<file path="src/rtl/combi_isa_mode_tracker.sv">
// Decode-stage ISA selector with a hysteresis-filtered mode register and a
// registered D/E control bundle that supports stall, flush and forced mode loads.
module combi_isa_mode_tracker #(
  parameter int N_ISA     = 2,
  parameter int CTRL_W    = 16,
  parameter int THRESH    = 1,
  parameter int RESET_ISA = 0,
  localparam int MODE_W   = $clog2(N_ISA)
) (
  input  logic                    clk,
  input  logic                    reset_n,
  input  logic                    in_valid,
  input  logic                    stall,
  input  logic                    flush,
  input  logic [N_ISA-1:0]        isa_ok,
  input  logic [N_ISA*CTRL_W-1:0] ctrl_in,
  input  logic                    force_valid,
  input  logic [MODE_W-1:0]       force_mode,
  output logic [MODE_W-1:0]       mode,
  output logic                    out_valid,
  output logic [MODE_W-1:0]       out_isa,
  output logic [CTRL_W-1:0]       ctrl_out,
  output logic                    illegal,
  output logic                    switch_pulse
);

  localparam int                CNT_W      = $clog2(THRESH + 1);
  localparam logic [CNT_W-1:0]  THRESH_C   = CNT_W'(THRESH);
  localparam logic [MODE_W-1:0] RESET_MODE = MODE_W'(RESET_ISA);

  logic [MODE_W-1:0] mode_q, mode_d;
  logic [MODE_W-1:0] cand_q, cand_d;
  logic [CNT_W-1:0]  cnt_q, cnt_d;
  logic              out_valid_q, out_valid_d;
  logic [MODE_W-1:0] out_isa_q, out_isa_d;
  logic [CTRL_W-1:0] ctrl_q, ctrl_d;
  logic              illegal_q, illegal_d;
  logic              pulse_q, pulse_d;

  logic [N_ISA-1:0]  other;
  int                n_other;
  logic [MODE_W-1:0] low_idx;
  logic [MODE_W-1:0] sel;
  logic              ill;
  logic [CNT_W-1:0]  cnt_inc;
  logic [CTRL_W-1:0] slice;

  // Legal ISAs other than the current mode, their count and the lowest index.
  always_comb begin
    other          = isa_ok;
    other[mode_q]  = 1'b0;
    n_other        = 0;
    low_idx        = '0;
    for (int i = N_ISA - 1; i >= 0; i--) begin
      if (other[i]) begin
        n_other = n_other + 1;
        low_idx = MODE_W'(i);
      end
    end
  end

  always_comb begin
    mode_d      = mode_q;
    cand_d      = cand_q;
    cnt_d       = cnt_q;
    out_valid_d = out_valid_q;
    out_isa_d   = out_isa_q;
    ctrl_d      = ctrl_q;
    illegal_d   = illegal_q;
    pulse_d     = pulse_q;
    sel         = mode_q;
    ill         = 1'b0;
    cnt_inc     = '0;
    slice       = '0;

    if (flush) begin
      out_valid_d = 1'b0;
      ctrl_d      = '0;
      illegal_d   = 1'b0;
      pulse_d     = 1'b0;
    end else if (!stall) begin
      pulse_d = 1'b0;
      if (!in_valid) begin
        out_valid_d = 1'b0;
        ctrl_d      = '0;
        illegal_d   = 1'b0;
      end else begin
        if (isa_ok[mode_q]) begin
          sel   = mode_q;
          cnt_d = '0;
        end else if (n_other == 1) begin
          sel = low_idx;
          if (cand_q == low_idx && cnt_q < THRESH_C) begin
            cnt_inc = cnt_q + CNT_W'(1);
          end else begin
            cand_d  = low_idx;
            cnt_inc = CNT_W'(1);
          end
          if (cnt_inc == THRESH_C) begin
            mode_d  = low_idx;
            cnt_d   = '0;
            pulse_d = 1'b1;
          end else begin
            cnt_d = cnt_inc;
          end
        end else if (n_other > 1) begin
          sel   = low_idx;
          cnt_d = '0;
        end else begin
          sel   = mode_q;
          ill   = 1'b1;
          cnt_d = '0;
        end
        for (int i = 0; i < N_ISA; i++) begin
          if (sel == MODE_W'(i)) slice = ctrl_in[i*CTRL_W +: CTRL_W];
        end
        out_valid_d = 1'b1;
        out_isa_d   = sel;
        illegal_d   = ill;
        ctrl_d      = ill ? '0 : slice;
      end
    end

    // Architectural mode writes override hysteresis, even while stalled.
    if (force_valid && int'(force_mode) < N_ISA) begin
      mode_d  = force_mode;
      cnt_d   = '0;
      cand_d  = '0;
      pulse_d = (force_mode != mode_q);
    end
  end

  always_ff @(posedge clk or negedge reset_n) begin
    if (!reset_n) begin
      mode_q      <= RESET_MODE;
      cand_q      <= '0;
      cnt_q       <= '0;
      out_valid_q <= 1'b0;
      out_isa_q   <= RESET_MODE;
      ctrl_q      <= '0;
      illegal_q   <= 1'b0;
      pulse_q     <= 1'b0;
    end else begin
      mode_q      <= mode_d;
      cand_q      <= cand_d;
      cnt_q       <= cnt_d;
      out_valid_q <= out_valid_d;
      out_isa_q   <= out_isa_d;
      ctrl_q      <= ctrl_d;
      illegal_q   <= illegal_d;
      pulse_q     <= pulse_d;
    end
  end

  assign mode         = mode_q;
  assign out_valid    = out_valid_q;
  assign out_isa      = out_isa_q;
  assign ctrl_out     = ctrl_q;
  assign illegal      = illegal_q;
  assign switch_pulse = pulse_q;

endmodule

</file>
<file path="config.mk">
export PLATFORM = sky130hd
export DESIGN_NAME = combi_isa_mode_tracker
export DESIGN_NICKNAME = d
export VERILOG_FILES = /design/src/rtl/combi_isa_mode_tracker.sv
export SDC_FILE = /design/constraint.sdc
export NUM_CORES = 1
export LEC_CHECK = 0
export CAP_MARGIN = 20
export CELL_PAD_IN_SITES_DETAIL_PLACEMENT = 1
export CELL_PAD_IN_SITES_GLOBAL_PLACEMENT = 2
export CORE_ASPECT_RATIO = 1.5
export CORE_UTILIZATION = 25
export CTS_BUF_LIST = sky130_fd_sc_hd__clkbuf_4
export DETAILED_ROUTE_END_ITERATION = 7
export HOLD_SLACK_MARGIN = 0.05
export PLACE_DENSITY_LB_ADDON = 0.1
export SYNTH_ARGS = -nofsm -noshare
export SYNTH_HDL_FRONTEND = slang
export SYNTH_SLANG_ARGS = --single-unit
</file>
<file path="constraint.sdc">
create_clock -name clk -period 1.7 [get_ports clk]
set_input_delay 0.425 -clock clk [delete_from_list [all_inputs] [get_ports clk]]
set_output_delay 0.425 -clock clk [all_outputs]
set_load 0.01 [all_outputs]
</file>
* Word level (Yosys, flattened, before mapping)
Cells that the tools add are included.
** Storage, ports and cells
- Register bits after elaboration :: 23
- Logic and storage cells :: 98
** Operators by class
- Add/sub/neg operators :: 2
- Order comparisons :: 4
- Equality and inequality tests :: 9
- Multiplexer cells :: 62
- Bitwise gates (word level) :: 4
- Reductions and logical operators :: 9
** Operator list (count)
- 16-bit two-way mux :: 5
- 1-bit two-way mux :: 55
- 32-bit by 2-bit adder with 32-bit output, second input constant :: 1
- 32-bit by 2-bit == test with 1-bit output, second input constant :: 1
- 32-bit by 2-bit greater-than comparator with 1-bit output, second input constant :: 1
- 32-bit two-way mux :: 1
- 6-bit AND reduction :: 2
- 2-bit by 1-bit inequality test with 1-bit output, second input constant :: 3
- 3-bit AND reduction :: 2
- 2-bit nonzero test :: 3
- 2-bit inequality test, second input constant :: 2
- 3-bit by 1-bit inequality test with 1-bit output, second input constant :: 1
- 2-bit AND :: 1
- 1-bit logical AND :: 2
- 1-bit by 2-bit < comparator with 1-bit output, second input constant :: 1
- 1-bit inverter :: 2
- 2-bit inverter :: 1
- 1-bit adder, second input constant :: 1
- 1-bit demux with 1-bit select :: 1
- 1-bit == test :: 1
- 1-bit >= comparator, second input constant :: 1
- 1-bit < comparator, second input constant :: 1
- 1-bit inequality test :: 1

* Longest topological paths before layout
- Depth after elaboration :: 23
- Depth in mapped cells :: 5
- Gate-level depth less buffers :: 3

* Worst setup path before layout
Ideal clock, no wire load.
- Path type :: input to register
- Start point :: input port isa_ok[1]
- End point :: register ctrl_q[10] (netlist: ctrl_out[10])
- Setup time :: 133 ps
- Arrival time :: 1175 ps
- Setup slack :: 393 ps
- Stages on the path :: 5
- Buffers on the path :: 2
- Cells stage by stage :: or2_2 -> clkbuf_1 -> buf_4 -> nand3_1 -> o211ai_2
** On the way
- Word-level cells in the longest chain between the ends :: 16
** Ends and longest elaborated chain
- start: declaration :: RTL line 15 : input logic [N_ISA-1:0] isa_ok,
- 2-bit AND (no source line)
- 1-bit two-way mux :: RTL line 55 : if (other[i]) begin
- 32-bit by 2-bit adder with 32-bit output :: RTL line 56 : n_other = n_other + 1;
- 32-bit two-way mux :: RTL line 55
- 32-bit by 2-bit greater-than comparator with 1-bit output :: RTL line 106 : end else if (n_other > 1) begin
- 1-bit two-way mux :: RTL line 106
- 1-bit two-way mux :: RTL line 91 : end else if (n_other == 1) begin
- 1-bit two-way mux :: RTL line 88 : if (isa_ok[mode_q]) begin
- 1-bit two-way mux :: RTL line 83 : if (!in_valid) begin
- 1-bit two-way mux :: RTL line 81 : end else if (!stall) begin
- 1-bit two-way mux :: RTL line 76 : if (flush) begin
- 16-bit two-way mux :: RTL line 115 : if (sel == MODE_W'(i)) slice = ctrl_in[i*CTRL_W +: CTRL_W];
- 16-bit two-way mux * :: RTL line 120 : ctrl_d = ill ? '0 : slice;
- 16-bit two-way mux * :: RTL line 83
- 16-bit two-way mux * :: RTL line 81
- 16-bit two-way mux * :: RTL line 76
- end signal: assignment :: RTL line 149 : ctrl_q <= ctrl_d;
- end: declaration :: RTL line 36 : logic [CTRL_W-1:0] ctrl_q, ctrl_d;
Every way passes the cells marked *; elsewhere a longest branch is shown, timed or not. The select of a mux whose other input is x is not followed.
A chain may end at the register's enable or synchronous reset.

* Worst setup path in the final report
- Start point :: register ctrl_q[4] (netlist: ctrl_out[4])
- End point :: output port ctrl_out[4]
** RTL lines
- end: declaration :: RTL line 22 : output logic [CTRL_W-1:0] ctrl_out,
No word-level cell between the ends.

==> flow_summary.toml <==
[outcome]
outcome = "completed"

[timing]
holdWs_ns = 0.451
grt_setup_unrepaired = "false"
relSlewSlack = 0.777
period_share = 0.966
fin_skew_ns = 0.00329
fin_crit_ns = 1.64
setup_viol = 0
fin_tns_setup_ns = 0
worstMarginPinSlew_ns = 0.335
slew_viol_final = 0
fin_ws_ns = 0.0570
hold_viol = 0
max_freq_mhz = 609

[drt]
first_pass_iters = 4
via_per_inst = 4.90
dr_total_vias = 1270
wire_per_inst_um = 15.3
wirelength_mm = 3.97
initialDrtViolationCount = 12
drtAntennaViolNets = 0
drc = 0

[setup_path]
r2r_slack_ns = 0.17
cp_slowest_cell = "clkdlybuf4s50_1"
crit_type = "flip-flop to primary output"
worst-path-buf-inv = 1
critPathRequiredTime_ns = 1.27
cp_cell_sequence = "clkdlybuf4s50_1"
crit_family = "buffers and inverters"
path_max_fanout = 2
crit_arrival_ns = 1.22
startpoint_type = "flip-flop"
cp-end-kind = "primary output"
cp_slowest_stage_delay_ns = 0.54

[pwr]
power_density_mw_per_mm2 = 550
ir_drop_v = 0.000248
finalPower_mw = 1.15
p_leak_nw = 1.02

[logic_synthesis]
yosysUniqueCellTypes = 28
yosysWarnings = 0
avgSynthCellArea_um2 = 10.1
synth_area_leaders = "dfrtp_1 44%, o2111ai_1 12%, o211ai_2 10%"
netlist_area_mm2 = 0.00120
syn-num-nets = 159
ys_ff_latch = 21
yosysTopAreaCell = "dfrtp_1"
synth-seq-area-share = 0.439
netlist.area_leader.share = 0.439
syn_inst = 118

[placed_design]
port_buffers = 61
place_area_mm2 = 0.00199
gp_congestion = 0.734
pre_cts_ws_ns = -0.164
post-place-cells = 250
dp_hpwl_mm = 2.93

[clock_network]
clock_sinks = 21
clk_latency_ns = 0.30
cts_tree = "done"
cts-root-buf = "clkbuf_4"
clkTransAtPathRegs_ns = 0.13
cts_buffers = 3
cts.path.max_buffers = 2
htreeDepth = 1
cts_hold_buf = 0

[grt]
grt_pass1_vias = 1373
grt_max_degree = 22
grt_pass1_wl_mm = 6.33
antenna_found_initial = 0
track_usage = 0.160
overflow = 0

[cells_and_area]
instances_no_fill = 259
final_common_cell = "clkdlybuf4s50_1"
register_area_um2 = 526
syn_to_final_growth_pct = 74.1
drive_above_1_share = 0.226
final_cell_mix = "49 x clkdlybuf4s50_1, 23 x buf_4, 21 x dfrtp_1, 17 x nand2_1"
final_cell_area_mm2 = 0.00208
num-nets-final = 237
fin_util = 0.455
fillers = 552
num_antenna_cells = 0
multi_input_area_um2 = 599

[floorplan]
die_x_um = 58.5
fp.dieH_um = 86.8
io_pins = 62
fp.dieArea_mm2 = 0.00508
coreArea_mm2 = 0.00458
rows = 30
initial_core_util = 0.261

[hold_path]
hold_path_class = "input port to async pin"

[run]
max-cap-violations = 0
sequential cells by signal, summed over array words and instances (netlist names):
signal and count:
ctrl_out 16, switch_pulse 1, out_isa 1, out_valid 1
mode 1, illegal 1
power by group:
group / internal (mW) / switching [mW]
registers: 0.527 / 0.0156
clock network: 0.0895 / 0.163
logic: 0.199 / 0.151
final timing paths:
path,cells past startpoint,end,from
max in group asynchronous,2,ctrl_out[4],reset_n
hold / removal,2,ctrl_out[15],reset_n
setup reg to reg,5,ctrl_out[2],mode
min in group clk,1,out_valid,out_valid
setup / recovery,1,ctrl_out[4],ctrl_out[4]
hold reg to reg,1,out_valid,out_valid
what timing repair did:
action,4_1_cts,5_1_grt
setup buffers,1,4
resized for setup,2,10
endpoints found under the setup margin,3,11
Yosys cell counts, drive strengths merged:
cell     count
o31ai        1
buf          8
a22o         1
and3b        1
nor3b        2
a22oi        1
a21oi        3
maj3         1
nand2       17
o21ai        1
nor2         1
o2111ai     16
a21o         1
mux2         1
nand4bb      1
clkbuf       5
nand3       16
or2          1
xnor2        1
nor2b        1
inv          1
o211ai      16
dfrtp       21
metal layers:
metal / wire length (um) / global-route usage
met1: 1740 / 0.198
met2: 1990 / 0.282
met3: 221 / 0.0194
met4: 23 / 0.0541
met5: 0 / 0
cell type report:
cell class              count  area share
clock inverters             1     0.00360
multi-input cells          83       0.288
inverters                   1     0.00180
clock buffers               3      0.0108
flip-flops and latches     21       0.252
repair buffers             86       0.406
well taps                  64      0.0384
logic make-up after synthesis:
family / share of synthesized area
flip-flops: 0.439
AND/OR/NAND/NOR: 0.172
adder cells (fa/ha/maj): 0.00940
XOR/XNOR: 0.00732
buffers and inverters: 0.0606
multiplexers: 0.00940
AO/OA/AOI/OAI: 0.302
Note: power is estimated with default switching activity, not from simulation.
